<file path="config.mk">
export PLATFORM = sky130hd
export DESIGN_NAME = hex_msg_scheduler
export DESIGN_NICKNAME = d
export VERILOG_FILES = /design/src/rtl/hex_msg_scheduler.sv
export SDC_FILE = /design/constraint.sdc
export NUM_CORES = 1
export LEC_CHECK = 0
export ABC_AREA = 1
export CORE_ASPECT_RATIO = 0.6
export CORE_MARGIN = 2
export CORE_UTILIZATION = 53
export DETAILED_ROUTE_END_ITERATION = 7
export PLACE_DENSITY_LB_ADDON = 0.08
export SLEW_MARGIN = 20
export SYNTH_ARGS = -nofsm -noshare
export SYNTH_HDL_FRONTEND = slang
export SYNTH_SLANG_ARGS = --single-unit
</file>
<file path="constraint.sdc">
create_clock -name clk -period 6.6 [get_ports clk]
set_input_delay 0.66 -clock clk [delete_from_list [all_inputs] [get_ports clk]]
set_output_delay 0.66 -clock clk [all_outputs]
set_load 0.03 [all_outputs]
</file>
<file path="src/rtl/hex_msg_scheduler.sv">
// Arbitrates the six 7-segment digits between prioritised maze-game event messages
// and live controller-button echo; event messages are held, gapped, or latched.
module hex_msg_scheduler #(
    parameter int HOLD_CYCLES = 4,
    parameter int GAP_CYCLES  = 2
) (
    input  logic       clk,
    input  logic       reset_n,
    input  logic       up,
    input  logic       down,
    input  logic       left,
    input  logic       right,
    input  logic       a,
    input  logic       b,
    input  logic       ev_start,
    input  logic       ev_tp,
    input  logic       ev_dead,
    input  logic       ev_clear,
    output logic [6:0] HEX0,
    output logic [6:0] HEX1,
    output logic [6:0] HEX2,
    output logic [6:0] HEX3,
    output logic [6:0] HEX4,
    output logic [6:0] HEX5,
    output logic [3:0] msg_code,
    output logic       busy
);

    localparam int MAX_C = (HOLD_CYCLES > GAP_CYCLES) ? HOLD_CYCLES : GAP_CYCLES;
    localparam int CW    = $clog2(MAX_C + 1);
    localparam logic [CW-1:0] HOLD_LD = CW'(HOLD_CYCLES - 1);
    localparam logic [CW-1:0] GAP_LD  = (GAP_CYCLES > 0) ? CW'(GAP_CYCLES - 1) : '0;

    localparam logic [3:0] MSG_BLANK = 4'd0;
    localparam logic [3:0] MSG_UP    = 4'd1;
    localparam logic [3:0] MSG_DO    = 4'd2;
    localparam logic [3:0] MSG_LE    = 4'd3;
    localparam logic [3:0] MSG_RI    = 4'd4;
    localparam logic [3:0] MSG_A     = 4'd5;
    localparam logic [3:0] MSG_B     = 4'd6;
    localparam logic [3:0] MSG_START = 4'd7;
    localparam logic [3:0] MSG_TP    = 4'd8;
    localparam logic [3:0] MSG_DEAD  = 4'd9;
    localparam logic [3:0] MSG_CLEAR = 4'd10;

    localparam logic [6:0] BL = 7'b1111111;

    typedef enum logic [1:0] {S_IDLE, S_SHOW, S_GAP, S_LATCH} state_t;

    // Returns {HEX5, HEX4, HEX3, HEX2, HEX1, HEX0}
    function automatic logic [41:0] glyph(input logic [3:0] m);
        case (m)
            MSG_UP:    glyph = {BL, BL, BL, BL, 7'b1000001, 7'b0001100};
            MSG_DO:    glyph = {BL, BL, BL, BL, 7'b0100001, 7'b0100011};
            MSG_LE:    glyph = {BL, BL, BL, BL, 7'b1000111, 7'b0000110};
            MSG_RI:    glyph = {BL, BL, BL, BL, 7'b1001110, 7'b1001111};
            MSG_A:     glyph = {BL, BL, BL, BL, BL, 7'b0001000};
            MSG_B:     glyph = {BL, BL, BL, BL, BL, 7'b0000011};
            MSG_START: glyph = {BL, 7'b0010010, 7'b0000111, 7'b0001000, 7'b0101111, 7'b0000111};
            MSG_TP:    glyph = {BL, BL, BL, BL, 7'b0000111, 7'b0001100};
            MSG_DEAD:  glyph = {BL, BL, 7'b0100001, 7'b0000110, 7'b0001000, 7'b0100001};
            MSG_CLEAR: glyph = {BL, 7'b1000110, 7'b1000111, 7'b0000110, 7'b0001000, 7'b0101111};
            default:   glyph = {BL, BL, BL, BL, BL, BL};
        endcase
    endfunction

    // Event vectors are {clear, dead, start, tp}: bit order is priority order.
    function automatic logic [3:0] pick(input logic [3:0] v);
        if (v[3])      pick = 4'b1000;
        else if (v[2]) pick = 4'b0100;
        else if (v[1]) pick = 4'b0010;
        else if (v[0]) pick = 4'b0001;
        else           pick = 4'b0000;
    endfunction

    function automatic logic [3:0] msg_of(input logic [3:0] g);
        if (g[3])      msg_of = MSG_CLEAR;
        else if (g[2]) msg_of = MSG_DEAD;
        else if (g[1]) msg_of = MSG_START;
        else           msg_of = MSG_TP;
    endfunction

    state_t        state_q, state_d;
    logic [3:0]    msg_q, msg_d;
    logic [CW-1:0] cnt_q, cnt_d;
    logic [3:0]    pend_q, pend_d;
    logic [41:0]   hex_q, hex_d;

    logic [3:0] pulses, cand, gsrc, gbit, pend_base, shown, hi_mask, echo_msg;
    logic       do_grant;

    always_comb begin
        echo_msg = MSG_BLANK;
        case ({up, down, left, right})
            4'b1000: echo_msg = MSG_UP;
            4'b0100: echo_msg = MSG_DO;
            4'b0010: echo_msg = MSG_LE;
            4'b0001: echo_msg = MSG_RI;
            4'b0000: begin
                if (a && !b)      echo_msg = MSG_A;
                else if (b && !a) echo_msg = MSG_B;
            end
            default: echo_msg = MSG_BLANK;
        endcase
    end

    always_comb begin
        state_d   = state_q;
        msg_d     = msg_q;
        cnt_d     = cnt_q;
        pend_d    = pend_q;
        do_grant  = 1'b0;
        gsrc      = 4'b0000;
        gbit      = 4'b0000;
        pulses    = {ev_clear, ev_dead, ev_start, ev_tp};
        cand      = pend_q | pulses;
        pend_base = pend_q;
        shown     = (msg_q == MSG_START) ? 4'b0010 : 4'b0001;
        hi_mask   = (msg_q == MSG_START) ? 4'b1100 : 4'b1110;

        case (state_q)
            S_IDLE: begin
                if (|cand) begin
                    do_grant  = 1'b1;
                    gsrc      = cand;
                    pend_base = cand;
                end else begin
                    msg_d = echo_msg;
                end
            end
            S_SHOW: begin
                // Re-pulsing the message on screen is neither shown again nor queued.
                pend_base = pend_q | (pulses & ~shown);
                if (|(pulses & hi_mask)) begin
                    do_grant = 1'b1;
                    gsrc     = pulses & hi_mask;
                end else begin
                    pend_d = pend_base;
                    if (cnt_q == '0) begin
                        if (GAP_CYCLES == 0) begin
                            state_d = S_IDLE;
                            msg_d   = echo_msg;
                        end else begin
                            state_d = S_GAP;
                            msg_d   = MSG_BLANK;
                            cnt_d   = GAP_LD;
                        end
                    end else begin
                        cnt_d = cnt_q - 1'b1;
                    end
                end
            end
            S_GAP: begin
                pend_base = pend_q | pulses;
                if (ev_clear || ev_dead) begin
                    do_grant = 1'b1;
                    gsrc     = pulses & 4'b1100;
                end else begin
                    pend_d = pend_base;
                    msg_d  = MSG_BLANK;
                    // Leaving the gap echoes buttons at once; pending events wait one cycle.
                    if (cnt_q == '0) begin
                        state_d = S_IDLE;
                        msg_d   = echo_msg;
                    end else begin
                        cnt_d = cnt_q - 1'b1;
                    end
                end
            end
            S_LATCH: begin
                if (ev_clear && msg_q == MSG_DEAD) begin
                    msg_d = MSG_CLEAR;
                end else if (ev_start && !ev_clear) begin
                    state_d = S_SHOW;
                    msg_d   = MSG_START;
                    cnt_d   = HOLD_LD;
                    pend_d  = 4'b0000;
                end
            end
            default: begin
                state_d = S_IDLE;
                msg_d   = MSG_BLANK;
            end
        endcase

        if (do_grant) begin
            gbit   = pick(gsrc);
            pend_d = pend_base & ~gbit;
            msg_d  = msg_of(gbit);
            if (gbit[3] || gbit[2]) begin
                state_d     = S_LATCH;
                cnt_d       = '0;
                pend_d[1:0] = 2'b00;
            end else begin
                state_d = S_SHOW;
                cnt_d   = HOLD_LD;
            end
        end
    end

    assign hex_d = glyph(msg_d);

    always_ff @(posedge clk or negedge reset_n) begin
        if (!reset_n) begin
            state_q <= S_IDLE;
            msg_q   <= MSG_BLANK;
            cnt_q   <= '0;
            pend_q  <= 4'b0000;
            hex_q   <= {6{BL}};
        end else begin
            state_q <= state_d;
            msg_q   <= msg_d;
            cnt_q   <= cnt_d;
            pend_q  <= pend_d;
            hex_q   <= hex_d;
        end
    end

    assign HEX0     = hex_q[6:0];
    assign HEX1     = hex_q[13:7];
    assign HEX2     = hex_q[20:14];
    assign HEX3     = hex_q[27:21];
    assign HEX4     = hex_q[34:28];
    assign HEX5     = hex_q[41:35];
    assign msg_code = msg_q;
    assign busy     = (state_q != S_IDLE);

endmodule

</file>
==> flow_summary.ini, run 1 <==
[outcome]
status = complete, no violations

[grt]
first_global_vias = 1785
grt_pass1_wl_um = 8920
grt_max_degree = 34
grt.overflow.total = 0
grt_use_total_pct = 25.5
antenna_found_initial = 0

[sta]
fin_crit_sh_pct = 45.9
skew_ns = 0.00772
worst_pin_slew_ns = 0.503
finalHoldViolations = 0
final_max_slew_viol_count = 0
layout_min_cycle_time_ns = 3.03
setup_viol = 0
grt_setup_unrepaired = false
max_freq_ghz = 0.330
max_slew_margin_pct = 66.1
tns_ns = 0

[yosys]
synth.distinct_cells = 31
synth_xor_area_share_pct = 0.396
syn_inst = 294
synth-compound-area-share_pct = 11.5
synth_mux_area_share_pct = 0
synth_top_family_by_area = simple AND/OR/NAND/NOR gates
ys_seq_area_share_pct = 38.5
synth_adder_area_share_pct = 5.66
ys_seq_elements = 33
synthSimpleGateAreaFrac_pct = 28.1
synth_area_um2 = 2210
synth.avg_cell_area_um2 = 7.52
ys.warnings.count = 0

[cells_and_area]
drive_gt1_share_pct = 16.4
fillers = 330
most-common-layout-cells = nand2_1 (66), clkdlybuf4s50_1 (49), inv_1 (31), nor2_1 (31), nand3_1 (27)
final_common_cell = nand2_1
area_delta_synth_final_pct = 23.3
final_nets = 356
postLayoutCoreUtil_pct = 67.2
n_antenna_cell = 0

[routing]
finalWirelength_um = 5330
num_vias = 1983
drt_iter0_markers = 140
dr.pass1.iters = 4
drc = 0
wl_per_cell_um = 13.8
ant_nets = 0
viasPerCell = 5.15

[clock_tree]
cts.path.max_buffers = 2
post_cts_buffers = 0
holdBufCountCts = 0
cts_tree = built
cts_resized = 0
numCtsBuffers = 5
cts.sinks = 33
clkSlewWorstSetupHoldPaths_ns = 0.07
htreeDepth = 2
insertion_delay_ns = 0.29
root_buffer = clkbuf_8

[floorplanning]
start_util_pct = 54.5
core_um2 = 4050
rows = 18
die-area_um2 = 4720
die_y_um = 54.0
top_level_ports = 59
die_x_um = 87.4

[worst_setup_path]
cp_data_required_time_ns = 6.82
startpoint_type = primary input
crit_type = in2reg
critPathCaptureType = flop
crit_path_max_fanout = 9
cp_data_arrival_time_ns = 3.25

[flow_run]
maxCapViolations = 0

[place]
gp_congestion = 0.944
dp_hpwl_um = 4030
place.port_buffers = 49

[min_path]
hold_path.class = reg2reg
## path summary, 6_finish.rpt
| path | slack, ns | start | endpoint | cells after the start |
|---|---|---|---|---|
| worst max-delay path | 3.57 | ev_tp | hex_q[25] | 14 |
| worst min-delay path | 0.51 | pend_q[1] | pend_q[1] | 2 |
| worst max register to register | 3.85 | cnt_q[0] | hex_q[25] | 16 |
| worst min register to register | 0.51 | pend_q[1] | pend_q[1] | 2 |
| max in group asynchronous | 5.49 | reset_n | hex_q[23] | 2 |
| min in group asynchronous | 0.77 | reset_n | msg_code[0] | 2 |
## synth_stat cells (all sizes together)
cell | number | area share [%]
nor2 | 33 | 5.8
ha | 10 | 5.7
a22oi | 2 | 0.68
o31ai | 2 | 0.68
a21oi | 5 | 1.1
inv | 40 | 6.8
conb | 1 | 0.17
o211ai | 2 | 0.68
nand4 | 2 | 0.57
o221ai | 1 | 0.40
xnor2 | 1 | 0.40
nor3 | 2 | 0.45
buf | 25 | 8.7
o41ai | 1 | 0.40
o22ai | 2 | 0.57
nand2 | 75 | 14
clkinv | 1 | 0.17
nand3b | 1 | 0.51
dfrtp | 13 | 15
nand3 | 28 | 6.6
dfstp | 20 | 24
o21ai | 27 | 7.0
## layer usage
metal	track usage, %	part of all wire [%]	vias to the layer above
met5	0	0	-
met4	7.44	1.1	0
met3	7.52	11	8
met2	32.7	37	105
met1	39.9	51	880
li1	-	-	990
## area by class of cell
class	count	area [um2]	share of cell area [%]
multi-input cells	203	1040	38.3
inverters	41	154	5.65
flip-flops and latches	33	851	31.2
well taps	50	62.6	2.30
clock buffers	7	86.3	3.17
repair buffers	50	498	18.3
clock inverters	1	30.0	1.10
## worst max-delay path: stages
cell and delay (ns):
clkdlybuf4s50_1 0.41, nor2_1 0.31, nand4_1 0.24, nand2_1 0.18
nand2_4 0.10, inv_2 0.14, nand2_1 0.07, nand2_1 0.25
inv_1 0.14, ha_1 0.33, nor2_1 0.16, clkinv_1 0.10
nand2_1 0.09, nand2_1 0.06
## logic make-up after synthesis
| logic type | count (synthesis) |
|---|---|
| and+or+nand+nor | 141 |
| buffers and inverters | 66 |
| AOI/OAI and AO/OA | 42 |
| DFF | 33 |
| adders and majority gates | 10 |
| xor gates and xnor gates | 1 |
| other | 1 |
## stage by stage
stage	std cells	area, um2	hold WS (ns)	setup WS (ns)
after global placement	377	2610	0.490	3.47
after CTS	385	2730	0.515	3.62
after detailed placement	377	2610	0.495	3.31
final	385	2730	0.510	3.57
after global routing	385	2730	0.559	3.30
after floorplan	302	2240	0.364	4.18
## flip-flops by register name, indices dropped and copies added (netlist names)
name      cells
state_q       2
pend_q        4
cnt_q         3
msg_code      4
hex_q        20
Power of run 1 is left out: the tool's default activity adds up to more than one toggle a clock period on the data nets, which glitch-free logic cannot reach.
==> run 2, diff against run 1 <==
CORE_UTILIZATION = 44   (was 53)
clock period = 2.7 ns   (was 6.6 ns; I/O delays follow)
==> run 2 against run 1 <==
Net effect:
- die area increased by 19%
- non-clock buffer count up 10
- critical path depth rose by 4
- first-iteration DRC count is 51% higher
- worst setup slack worse by 3.2 ns
- critical endpoint is now hex_q[11]
- highest routed layer unchanged
==> flow_summary.ini, run 2 (synthesis gave the netlist of run 1 again) <==
[outcome]
status = complete, no violations

[worst_setup_path]
startpoint_type = flop
crit_type = reg2reg
critical_path_depth = 18
r2r-end = hex_q[11]
setup.worst_path.start = cnt_q[0]
crit_path_max_fanout = 5
crit_end = hex_q[11]
r2r_slack_ns = 0.33
slowest_stage = dfrtp_1
crit_buf_inv = 6
cp_data_required_time_ns = 2.94
cpPeakStageDelay_ns = 0.36
crit_chain = inv_1, ha_1, inv_1, nor2_2, inv_1, nand2_1, nand3_1, nand2_1, nand2_1, nand2_1, nand2_1, inv_1, ha_1, inv_1, buf_4, o21ai_2, nand2_1, nand2_1
reg2reg_depth = 18
r2r-start = cnt_q[0]
path_delay_family = simple AND/OR/NAND/NOR gates
critPathCaptureType = flop
path_common_cell = nand2_1
cp_data_arrival_time_ns = 2.60

[clock_tree]
holdBufCountCts = 0
cts_resized = 0
root_buffer = clkbuf_8
cts.path.max_buffers = 2
insertion_delay_ns = 0.29
post_cts_buffers = 0
cts.sinks = 33
cts_tree = built
htreeDepth = 2
clkSlewWorstSetupHoldPaths_ns = 0.07
numCtsBuffers = 5

[routing]
num_vias = 2011
drc = 0
wl_per_cell_um = 13.7
drt_iter0_markers = 212
dr.pass1.iters = 5
viasPerCell = 4.93
finalWirelength_um = 5580
ant_nets = 0

[sta]
tns_ns = 0
layout_min_cycle_time_ns = 2.37
skew_ns = 0.00488
finalHoldViolations = 0
grt_setup_unrepaired = false
setup_viol = 0
max_freq_ghz = 0.423
fin_crit_sh_pct = 87.6
final_max_slew_viol_count = 0

[grt]
grt_use_total_pct = 22.1
grt.overflow.total = 0
antenna_found_initial = 0
grt_max_degree = 34
first_global_vias = 1853
grt_pass1_wl_um = 9250

[cells_and_area]
final_nets = 366
drive_gt1_share_pct = 19.4
area_delta_synth_final_pct = 26.1
final_cell_area_um2 = 2790
most-common-layout-cells = nand2_1 (66), clkdlybuf4s50_1 (49), inv_1 (31)
top_register = hex_q
final_common_cell = nand2_1
n_antenna_cell = 0
largest_reg_flops = 20
fillers = 435

[floorplanning]
die-area_um2 = 5630
top_level_ports = 59
start_util_pct = 47.0
die_y_um = 58.9
core_um2 = 4710
rows = 19
die_x_um = 95.5

[place]
gp_congestion = 1.01
place.port_buffers = 49
placed_cell_area_um2 = 2700
dp_hpwl_um = 4400

[flow_run]
maxCapViolations = 0

[min_path]
hold_path.class = in2async
==> run 2: final cells by class <==
cell class | count | area (um2) | area share, %
multi-input combinational | 203 | 1050 | 37.5
sequential | 33 | 851 | 30.5
timing repair buffer | 60 | 573 | 20.5
inverter | 41 | 154 | 5.52
tap | 63 | 78.8 | 2.83
clock buffer | 5 | 68.8 | 2.47
clock inverter | 3 | 17.5 | 0.628
==> run 2: worst min-delay path by stage <==
stage / slack, ns / end / cells after the start / from
after floorplan: -0.03 / cnt_q[0] / 0 / reset_n
after global placement: 0.51 / cnt_q[2] / 2 / cnt_q[2]
after detailed placement: 0.52 / cnt_q[2] / 2 / cnt_q[2]
after CTS: 0.39 / state_q[1] / 2 / reset_n
after global routing: 0.43 / state_q[0] / 2 / reset_n
final: 0.37 / pend_q[1] / 2 / reset_n
==> run 2: per-stage QoR <==
step	hold slack, ns	utilization [%]	worst slack [ns]	std cells
final	0.374	59.3	0.334	408
after global routing	0.428	59.3	0.124	408
after CTS	0.390	59.2	0.283	408
after detailed placement	0.517	57.4	0.103	400
after global placement	0.510	57.4	0.0968	400
after floorplan	-0.0256	-	0.414	302
==> run 2: layer usage <==
layer / wire length (um) / global-route usage, %
met1: 3010 / 36.4
met2: 1960 / 26.7
met3: 578 / 7.55
met4: 29 / 4.69
met5: 0 / 0
Power of run 2 is left out for the same reason.
